===== config.mk =====
export PLATFORM = sky130hd
export DESIGN_NAME = dma_sequencer
export DESIGN_NICKNAME = d
export VERILOG_FILES = /design/src/rtl/dma_sequencer_pkg.sv /design/src/rtl/dma_sequencer.sv
export SDC_FILE = /design/constraint.sdc
export NUM_CORES = 1
export LEC_CHECK = 0
export BUFFER_PORTS_ARGS = -buffer_cell sky130_fd_sc_hd__clkbuf_2
export CORE_MARGIN = 1.5
export CORE_UTILIZATION = 45
export CTS_CLUSTER_DIAMETER = 200
export CTS_CLUSTER_SIZE = 10
export DETAILED_ROUTE_END_ITERATION = 6
export PLACE_DENSITY = 0.84
export SLEW_MARGIN = 20
export SYNTH_ARGS = -nofsm -noshare
export SYNTH_HDL_FRONTEND = slang
export SYNTH_SLANG_ARGS = --single-unit
export TNS_END_PERCENT = 20

===== constraint.sdc =====
create_clock -name clk -period 2.32 [get_ports clk]
set_input_delay 0.116 -clock clk [delete_from_list [all_inputs] [get_ports clk]]
set_output_delay 0.116 -clock clk [all_outputs]
set_load 0.005 [all_outputs]

===== src/rtl/dma_sequencer_pkg.sv =====
// dma_sequencer_pkg: shared DMA defines (FSM state encodings and transfer type codes)
package dma_sequencer_pkg;
  localparam logic [1:0] ST_IDLE = 2'd0;
  localparam logic [1:0] ST_RD   = 2'd1;
  localparam logic [1:0] ST_WR   = 2'd2;
  localparam logic [1:0] ST_DONE = 2'd3;
  typedef enum logic [2:0] {
    DMA_NONE    = 3'd0,
    DMA_MEM2PER = 3'd1,
    DMA_PER2MEM = 3'd2
  } dma_type_e;
  function automatic logic dma_type_valid(input logic [2:0] t);
    return t == DMA_MEM2PER || t == DMA_PER2MEM;
  endfunction
endpackage


===== src/rtl/dma_sequencer.sv =====
// dma_sequencer: single-channel word-copy DMA between local memory and peripheral bus
module dma_sequencer
  import dma_sequencer_pkg::*;
#(
  parameter int LOCAL_W  = 16,
  parameter int REMOTE_W = 24
) (
  input  logic                clk,
  input  logic                rst,
  input  logic                start,
  input  logic                abort,
  input  logic [2:0]          dma_type,
  input  logic [LOCAL_W-1:0]  cfg_local_addr,
  input  logic [REMOTE_W-1:0] cfg_remote_addr,
  input  logic [15:0]         cfg_count,
  output logic                mem_req,
  output logic                mem_we,
  output logic [LOCAL_W-1:0]  mem_addr,
  output logic [15:0]         mem_wdata,
  input  logic [15:0]         mem_rdata,
  input  logic                mem_ack,
  output logic                per_req,
  output logic                per_we,
  output logic [REMOTE_W-1:0] per_addr,
  output logic [15:0]         per_wdata,
  input  logic [15:0]         per_rdata,
  input  logic                per_ack,
  output logic                busy,
  output logic                done,
  output logic                aborted,
  output logic [15:0]         words_left
);
  logic [1:0]          state_q, state_d;
  logic                m2p_q, m2p_d;
  logic [LOCAL_W-1:0]  laddr_q, laddr_d;
  logic [REMOTE_W-1:0] raddr_q, raddr_d;
  logic [15:0]         words_q, words_d;
  logic [15:0]         hold_q, hold_d;
  logic                pend_q, pend_d;
  logic                aborted_q, aborted_d;
  logic                accept, ack, stop;

  // req is a pure function of state, so reset drops it without waiting for a clock
  assign accept     = state_q == ST_IDLE && start && dma_type_valid(dma_type);
  assign ack        = state_q == ST_RD ? (m2p_q ? mem_ack : per_ack) :
                      state_q == ST_WR ? (m2p_q ? per_ack : mem_ack) : 1'b0;
  assign stop       = abort || pend_q;
  assign mem_req    = (state_q == ST_RD && m2p_q) || (state_q == ST_WR && !m2p_q);
  assign mem_we     = state_q == ST_WR && !m2p_q;
  assign per_req    = (state_q == ST_RD && !m2p_q) || (state_q == ST_WR && m2p_q);
  assign per_we     = state_q == ST_WR && m2p_q;
  assign mem_addr   = laddr_q;
  assign per_addr   = raddr_q;
  assign mem_wdata  = hold_q;
  assign per_wdata  = hold_q;
  assign busy       = state_q != ST_IDLE;
  assign done       = state_q == ST_DONE;
  assign aborted    = aborted_q;
  assign words_left = words_q;

  // Next-state: an abort only lands on a completing handshake, otherwise it stays pending
  always_comb begin
    state_d   = state_q;
    m2p_d     = m2p_q;
    laddr_d   = laddr_q;
    raddr_d   = raddr_q;
    words_d   = words_q;
    hold_d    = hold_q;
    pend_d    = pend_q;
    aborted_d = aborted_q;
    case (state_q)
      ST_IDLE: if (accept) begin
        state_d   = cfg_count == 16'd0 ? ST_DONE : ST_RD;
        m2p_d     = dma_type == DMA_MEM2PER;
        laddr_d   = cfg_local_addr;
        raddr_d   = cfg_remote_addr;
        words_d   = cfg_count;
        pend_d    = 1'b0;
        aborted_d = 1'b0;
      end
      ST_RD: begin
        pend_d = stop && !ack;
        if (ack) begin
          hold_d    = m2p_q ? mem_rdata : per_rdata;
          state_d   = stop ? ST_DONE : ST_WR;
          aborted_d = stop;
        end
      end
      ST_WR: begin
        pend_d = stop && !ack;
        if (ack) begin
          laddr_d   = laddr_q + LOCAL_W'(2);
          raddr_d   = raddr_q + REMOTE_W'(2);
          words_d   = words_q - 16'd1;
          state_d   = (stop || words_q == 16'd1) ? ST_DONE : ST_RD;
          aborted_d = stop;
        end
      end
      default: state_d = ST_IDLE;
    endcase
  end

  // State registers with asynchronous active-low clear
  always_ff @(posedge clk or negedge rst) begin
    if (!rst) begin
      state_q   <= ST_IDLE;
      m2p_q     <= 1'b0;
      laddr_q   <= '0;
      raddr_q   <= '0;
      words_q   <= '0;
      hold_q    <= '0;
      pend_q    <= 1'b0;
      aborted_q <= 1'b0;
    end else begin
      state_q   <= state_d;
      m2p_q     <= m2p_d;
      laddr_q   <= laddr_d;
      raddr_q   <= raddr_d;
      words_q   <= words_d;
      hold_q    <= hold_d;
      pend_q    <= pend_d;
      aborted_q <= aborted_d;
    end
  end
endmodule


==> key figures <==
Outcome
  – Status: completed

Timing
  – Worst Max-Slew Pin Slew: 0.7217 ns
  – Clk_skew: 0.01280 ns
  – Max Slew Vio Count: 0
  – Final worst slack: 0.09284 ns
  – Worst hold slack: 0.01859 ns
  – Final worst-path cycle share: 96.00%
  – Max Clock Freq: 0.4490 GHz
  – Min cycle time layout: 2.227 ns
  – RSZ-0062 raised after global routing: false
  – Final setup viols: 0
  – Final hold violations: 0
  – Worst rel slew slack: 51.71%
  – Final setup TNS: 0 ns

Die
  – Die Y: 107.9 µm
  – Area of the core: 10790 µm²
  – # rows: 38
  – I/O pin count: 192
  – Die width: 107.9 µm
  – Die area: 11640 µm²
  – Initial cell density of the core: 45.86%

Final layout
  – Layout cells sized above 1: 32.73%
  – Fillers: 959
  – Design Area, Final: 6538 µm²
  – NumNets Final: 881
  – Synthesis-to-layout area growth: 32.08%
  – Fin util: 60.57%
  – # diodes: 0

Logic synthesis
  – Sequential area share after synthesis: 38.93%
  – Ys async rst share: 100.0%
  – Post-Synthesis Cells: 572
  – Netlist cell types: 60
  – Syn avg cell area: 8.653 µm²
  – Top cell type's share of synthesized area: 38.93%
  – EDFF count, synth: 0
  – Post-synth net total: 678
  – YS warnings: 0
  – Mapped cell area: 4950 µm²
  – Largest cells by area after synthesis: dfrtp_1 39%, nand2_1 5.3%, mux2i_1 4.9%, nand3_1 4.3%, o21ai_0 3.5%
  – Seq cells post-synth: 77
  – Top cell type by total area after synthesis: dfrtp_1
  – Top_reg_cell synth: dfrtp_1

Worst setup path
  – Setup crit start kind: flop
  – Worst endpoint data arrival time: 2.52 ns
  – Crit path max fanout: 34
  – Req. time, crit path: 2.61 ns
  – CP Class: reg -> reg
  – Critical Path End Type: flop

Clock tree
  – Clock buffer depth: 2
  – Clock latency at the later pin of the worst-skew pair: 0.35 ns
  – TritonCTS clock tree: yes
  – Num CTS Buffers: 9
  – CTS H-tree depth: 3
  – Root Driver: clkbuf_8
  – Clk slew on worst S/H paths: 0.08 ns
  – # clock sinks: 77

GRT
  – Met2 GRT Util: 44.63%
  – Vias in the first global route: 4953
  – GR peak layer: met2
  – Remaining Overflow, GRT: 0
  – Total track usage: 26.83%
  – Global-route wire length before repair: 24.58 mm
  – Largest net degree at the start of global routing: 45
  – Initial antenna violation count: 0
  – Grt met3 use: 5.024%
  – Met1 usage: 34.69%

Place
  – Placed instance area: 6111 µm²
  – Pre-CTS WS: 0.06016 ns
  – Routability Congestion: 0.9535
  – DP HPWL: 11.48 mm
  – IO Port Bufs: 191

Worst hold path
  – Worst hold-check path type: in -> reg

Power and ir drop
  – Max VDD drop: 0.5393 mV
  – Power Density: 1201 nW/µm²
  – Leak Pwr: 2.967 nW

Flow run
  – MaxCap Viol Count: 0

Detailed routing
  – Vias/cell: 5.960
  – Detailed Route WL: 15.67 mm
  – DRT Pass-1 Iters: 5
  – Vias: 5477
  – Drt wl/cell: 17.05 µm
  – Initial DRC count: 479
  – # DRC: 0
  – ANT nets after route: 0
## path summary, 6_finish.rpt
check,startpoint,to,depth (start not counted),slack [ns]
worst max-delay path,state_q[0],per_addr[5],7,0.09
max in group asynchronous,rst,words_left[10],3,1.42
worst min register to register,mem_wdata[7],mem_wdata[7],2,0.51
worst min-delay path,cfg_remote_addr[5],per_addr[5],3,0.02
min in group asynchronous,rst,mem_wdata[0],2,0.30
worst max register to register,state_q[0],per_addr[5],7,0.09
## layer usage
metal	vias to the layer above	wire length (µm)	part of all wire (%)
li1	2558	-	-
met1	2581	6270	40
met2	313	7691	49
met3	25	1426	9.1
met4	0	285	1.8
met5	-	0	0
## cell type report
cell class	instances	area [µm²]	share of cell area [%]
well taps	140	175.2	2.679
clock buffers	12	165.2	2.526
multi-input cells	435	2754	42.12
inverters	13	48.80	0.7464
flip-flops and latches	77	1927	29.47
repair buffers	239	1400	21.42
clock inverters	3	67.56	1.033
## critical path, cell delays in order (launching register included)
cell	delay [ns]
dfrtp_1	0.43
ha_1	0.26
xnor2_2	0.22
mux2i_2	0.29
nand3_1	0.15
buf_6	0.23
or4_1	0.48
nand3_1	0.10
## cell usage in the layout, fill, tap and decap left out, drive strengths merged, types with 4 or more instances in the layout
cell,instances
inv,13
clkbuf,202
a311oi,6
nand4,10
nor2,36
a32oi,14
o211ai,4
buf,33
and3,7
nand2b,4
nor2b,6
mux2,8
nor4,13
o22a,6
or4,16
o22ai,12
o32ai,8
nor3,29
o21ai,35
mux2i,25
and4,6
nand2,70
ha,9
a22oi,5
a211oi,5
dlygate4sd3,16
a21oi,19
dfrtp,77
nand3,43
## registers in the layout, summed over array words and instances (netlist names)
register	flops
aborted	1
m2p_q	1
mem_addr	16
mem_wdata	16
pend_q	1
per_addr	24
state_q	2
words_left	16
## cells in the mapped netlist, types with 12 or more instances
library cell,n
mux2i_1,24
nand2_1,70
inv_1,13
o21ai_0,35
dfrtp_1,77
nor3_1,28
clkbuf_1,23
o22ai_1,12
nor2_1,35
a21oi_1,19
nand3_1,43
a32oi_1,14
buf_4,17
nor4_1,12
or4_1,16
## logic make-up (layout without fill, tap and decap cells)
family,after synthesis,count (layout),synth area share (%)
muxes,33,33,6.951
DFF,77,77,38.93
xor gates and xnor gates,4,4,0.7079
buffers and inverters,60,267,6.092
AOI/OAI and AO/OA,140,140,19.44
adders and majority gates,9,9,2.275
and+or+nand+nor,249,249,25.61
## per-stage QoR
step | instances | total power [mW]
global placement | 888 | 6.454
global route | 919 | 8.405
CTS | 918 | 7.780
floorplan | 572 | 4.939
finish | 919 | 7.853
detailed placement | 888 | 6.561
## repair_timing
action,CTS,global route
resized for setup,0,5
setup endpoints to repair,0,26
hold buffers,15,1
buffers inserted,0,0
hold endpoints to repair,57,1
## power breakdown
group          switching, mW  internal [mW]
Combinational           2.20           1.80
Clock                  0.497          0.689
Sequential             0.759           1.91
Total                   3.45           4.40
Power figures use the tool's default switching activity.
